==> src/rtl/addsub_share_arbiter.sv <==
// Round-robin share of one WIDTH-bit add/subtract unit among NREQ requesters.
// Latency: gnt one cycle after the arbitration edge, done/result one cycle later; req ignored while busy.
module addsub_share_arbiter #(
  parameter int WIDTH = 9,
  parameter int NREQ  = 4
) (
  input  logic                    clk,
  input  logic                    rst,
  input  logic [NREQ-1:0]         req,
  input  logic [NREQ-1:0]         op,
  input  logic [NREQ*WIDTH-1:0]   a_flat,
  input  logic [NREQ*WIDTH-1:0]   b_flat,
  output logic [NREQ-1:0]         gnt,
  output logic [NREQ-1:0]         done,
  output logic [WIDTH-1:0]        result,
  output logic                    carry,
  output logic                    busy
);

  localparam int IW = (NREQ > 1) ? $clog2(NREQ) : 1;

  typedef enum logic {IDLE, EXEC} state_t;

  state_t            state_q, state_d;
  logic [IW-1:0]     last_q, last_d;
  logic [WIDTH-1:0]  a_q, a_d, b_q, b_d;
  logic              op_q, op_d;
  logic [NREQ-1:0]   gnt_q, gnt_d, done_q, done_d;
  logic [WIDTH-1:0]  result_q, result_d;
  logic              carry_q, carry_d;
  logic              busy_q, busy_d;

  logic              sel_found;
  logic [IW-1:0]     sel_idx;
  int                cand;

  logic [WIDTH-1:0]  b_eff;
  logic [WIDTH:0]    sum;

  // Search starts just after the last winner, so the winner drops to lowest priority.
  always_comb begin
    sel_found = 1'b0;
    sel_idx   = '0;
    cand      = 0;
    for (int k = 1; k <= NREQ; k++) begin
      cand = int'(last_q) + k;
      if (cand >= NREQ) cand = cand - NREQ;
      if (!sel_found && req[cand]) begin
        sel_found = 1'b1;
        sel_idx   = IW'(cand);
      end
    end
  end

  // Subtract as a + ~b + 1 so a single carry chain serves both operations;
  // the chain's carry-out is then the inverse of the borrow.
  assign b_eff = op_q ? ~b_q : b_q;
  assign sum   = {1'b0, a_q} + {1'b0, b_eff} + {{WIDTH{1'b0}}, op_q};

  always_comb begin
    state_d  = state_q;
    last_d   = last_q;
    a_d      = a_q;
    b_d      = b_q;
    op_d     = op_q;
    gnt_d    = '0;
    done_d   = '0;
    result_d = result_q;
    carry_d  = carry_q;
    busy_d   = 1'b0;
    case (state_q)
      IDLE: begin
        if (sel_found) begin
          a_d            = a_flat[int'(sel_idx)*WIDTH +: WIDTH];
          b_d            = b_flat[int'(sel_idx)*WIDTH +: WIDTH];
          op_d           = op[sel_idx];
          gnt_d[sel_idx] = 1'b1;
          last_d         = sel_idx;
          busy_d         = 1'b1;
          state_d        = EXEC;
        end
      end
      EXEC: begin
        done_d[last_q] = 1'b1;
        result_d       = sum[WIDTH-1:0];
        carry_d        = op_q ? ~sum[WIDTH] : sum[WIDTH];
        state_d        = IDLE;
      end
      default: state_d = IDLE;
    endcase
  end

  always_ff @(posedge clk) begin
    if (rst) begin
      state_q  <= IDLE;
      last_q   <= IW'(NREQ - 1);
      a_q      <= '0;
      b_q      <= '0;
      op_q     <= 1'b0;
      gnt_q    <= '0;
      done_q   <= '0;
      result_q <= '0;
      carry_q  <= 1'b0;
      busy_q   <= 1'b0;
    end else begin
      state_q  <= state_d;
      last_q   <= last_d;
      a_q      <= a_d;
      b_q      <= b_d;
      op_q     <= op_d;
      gnt_q    <= gnt_d;
      done_q   <= done_d;
      result_q <= result_d;
      carry_q  <= carry_d;
      busy_q   <= busy_d;
    end
  end

  assign gnt    = gnt_q;
  assign done   = done_q;
  assign result = result_q;
  assign carry  = carry_q;
  assign busy   = busy_q;

endmodule
==> config.mk <==
export PLATFORM = sky130hd
export DESIGN_NAME = addsub_share_arbiter
export DESIGN_NICKNAME = d
export VERILOG_FILES = /design/src/rtl/addsub_share_arbiter.sv
export SDC_FILE = /design/constraint.sdc
export NUM_CORES = 1
export LEC_CHECK = 0
export BUFFER_PORTS_ARGS = -buffer_cell sky130_fd_sc_hd__clkbuf_2
export CAP_MARGIN = 30
export CORE_ASPECT_RATIO = 1.2
export CORE_MARGIN = 2
export CORE_UTILIZATION = 48
export CTS_CLUSTER_DIAMETER = 30
export DETAILED_ROUTE_END_ITERATION = 7
export HOLD_SLACK_MARGIN = 0.08
export MAX_ROUTING_LAYER = met4
export PLACE_DENSITY = 0.82
export SLEW_MARGIN = 5
export SYNTH_ARGS = -nofsm -noshare
export SYNTH_HDL_FRONTEND = slang
export SYNTH_SLANG_ARGS = --single-unit
==> constraint.sdc <==
create_clock -name clk -period 3.8 [get_ports clk]
set_input_delay 0.19 -clock clk [delete_from_list [all_inputs] [get_ports clk]]
set_output_delay 0.19 -clock clk [all_outputs]
set_load 0.01 [all_outputs]
==> impl_metrics.ini <==
[yosys]
synth_cell_type_count = 50
ys_warn_count = 0
syn-num-nets = 366
synthArstFlopShare_pct = 0
synth.ff_latch_count = 40
synth_edf_count = 0
syn_inst = 271
synthFlopType = dfxtp_1
syn_avg_cell_area_um2 = 9.96
netlist_area_um2 = 2700
yosysSeqAreaShare_pct = 29.7

[clock_tree]
postCtsSetupBuffers = 0
clock_tree.buffer_depth = 2
hold_buffers = 0
tritoncts = done
clock_sinks = 40
numCtsBuffers = 5
cts_resized = 0
ctsHtreeMaxLevel = 2
clk_pin_slew_ns = 0.09
clock_latency_ns = 0.30
cts-root-buf = clkbuf_8

[worst_setup_path]
worstPathRequired_ns = 4.02
startpoint_type = flip-flop
cp_max_fo = 21
worstSetupPathType = reg2reg
cp.arrival_ns = 3.52
cp-end-kind = flip-flop
slowest_stage = dfxtp_1
path_cells = inv_1 -> ha_1 -> mux4_2 -> nand2b_1 -> a21oi_2 -> a41oi_2 -> buf_4 -> nand2_1 -> o221ai_1
max_stage_delay_ns = 0.69

[detailed_routing]
first_pass_iters = 4
finalWirelength_um = 6180
drc = 0
wl_per_cell_um = 14.4
drt_iter0_drc = 132
vias_per_cell = 5.60
postRouteAntennaNets = 0
vias = 2402

[global_routing]
grt_util_met2_pct = 37.2
grt.total_usage_pct = 21.0
antenna_found_initial = 0
grt_overflow = 0
grt_pass1_vias = 2336
use_met1_pct = 23.2
grt_max_degree = 33
use_met3_pct = 2.94
grt_pass1_wl_um = 10200
globalRoute.busiestLayer = met2

[floorplan]
core-area_um2 = 5370
die_h_um = 86.1
num_rows = 29
die_w_um = 72.5
dieArea_um2 = 6240
start_util_pct = 50.3
ios = 101

[placement]
io_buffer_count = 100
place_area_um2 = 3190
routabilityCongestion = 0.941
place_hpwl_um = 4950

[pwr]
p_leak_nw = 1.60
p_per_area_nw_per_um2 = 666
ir_worst_vdd_v = 0.000343

[sta]
hold_viol = 0
rsz0062_at_grt = no
setup_violations = 0
slew_viol_final = 0
max_freq_mhz = 303
tightest_slew_ns = 0.622
finalSetupTns_ns = 0
final.min_clock_period_ns = 3.30
fin_skew_ns = 0.0105
slew_headroom_pct = 58.5
finalCritPeriodShare_pct = 86.9

[cells_and_area]
final_layout_size_suffix_gt1_share_pct = 38.1
finalNetCount = 461
fill_cells = 468
post-route-cell-area_um2 = 3310
syn_to_final_growth_pct = 22.6
antenna_cells = 0

[status]
status = finished clean

[worst_hold_path]
hold_path_class = in2reg

[flow_run]
cap_violations = 0
-- cell usage after synthesis (3+ instances only) --
master / count / area (um2)
a211oi_1: 3 / 22.5
a21oi_1: 7 / 35.0
a31oi_1: 3 / 18.8
and2_1: 4 / 25.0
buf_4: 4 / 30.0
clkbuf_1: 8 / 30.0
dfxtp_1: 40 / 801
ha_1: 12 / 150
inv_1: 10 / 37.5
mux2i_1: 43 / 430
nand2_1: 20 / 75.1
nand2b_1: 3 / 18.8
nand3b_1: 10 / 75.1
nor2_1: 17 / 63.8
nor2b_1: 5 / 31.3
nor3_1: 3 / 15.0
o21ai_0: 5 / 25.0
o21bai_1: 3 / 22.5
o221ai_2: 18 / 270
or4_1: 3 / 22.5
xor2_1: 9 / 78.8
-- cells by family after synthesis --
logic type	after synthesis	synth area share (%)
and+or+nand+nor	76	15.3
AOI/OAI and AO/OA	59	21.7
muxes	45	17.6
DFF	40	29.7
buffers and inverters	27	5.84
adders and majority gates	13	6.30
xor gates and xnor gates	11	3.57
-- worst paths after layout --
check                                start        end  slack (ns)  depth (start not counted)
worst max register to register   last_q[0]     a_q[2]        0.50                          9
worst min-delay path            a_flat[28]     a_q[1]        0.18                          3
worst min register to register   result[1]  result[1]        0.49                          2
worst max-delay path             last_q[0]     a_q[2]        0.50                          9
-- worst max-delay path: cells and delay by family, from the launching register on --
family                   cells  cell delay (ns)
flip-flops                   1             0.69
AO/OA/AOI/OAI                3             0.57
buffers and inverters        2             0.55
AND/OR/NAND/NOR              2             0.54
adder cells (fa/ha/maj)      1             0.45
multiplexers                 1             0.39
-- sequential cells by signal (all words and copies together), names as in the netlist --
signal,count
done,4
gnt,4
carry,1
b_q,9
a_q,9
last_q,2
op_q,1
result,9
state_q,1
-- placed cells by master, fill, tap and decap left out, types with 3 or more instances in the layout --
cell type and n:
a211oi_1 3, a21oi_1 7, a31oi_1 3, and2_1 4, buf_4 5, clkbuf_2 100
clkbuf_8 5, dfxtp_1 40, ha_1 12, inv_1 10, mux2i_1 43, nand2_1 20
nand2b_1 3, nand3b_1 10, nor2_1 17, nor2b_1 5, nor3_1 3, o21ai_0 5
o21bai_1 3, o221ai_2 18, or4_1 3, xor2_1 9
-- final cells by class --
class	count	area, um2	share of cell area (%)
clock buffer	5	68.8	2.08
clock inverter	3	46.3	1.40
inverter	10	37.5	1.13
multi-input combinational	204	1740	52.6
sequential	40	801	24.2
tap	62	77.6	2.34
timing repair buffer	105	538	16.3
-- layer usage --
| layer | routed length (um) | part of all wire [%] |
|---|---|---|
| met5 | 0 | 0 |
| met4 | 152 | 2.5 |
| met3 | 242 | 3.9 |
| met2 | 3320 | 54 |
| met1 | 2470 | 40 |
-- stage by stage --
| stage | worst slack (ns) | hold slack [ns] | util, % | std cells | power [mW] |
|---|---|---|---|---|---|
| after floorplan | 1.01 | 0.375 | - | 271 | 1.62 |
| after global placement | 0.661 | 0.465 | 59.5 | 421 | 1.81 |
| after detailed placement | 0.554 | 0.477 | 59.5 | 421 | 1.85 |
| after CTS | 0.520 | 0.181 | 61.6 | 429 | 2.22 |
| after global routing | 0.259 | 0.197 | 61.6 | 429 | 2.37 |
| final | 0.497 | 0.183 | 61.6 | 429 | 2.20 |
-- report_power, final --
group,switching (mW),internal [mW]
combinational,0.639,0.553
clock,0.160,0.198
sequential,0.109,0.544
total,0.908,1.29
Note: power is estimated with default switching activity, not from simulation.
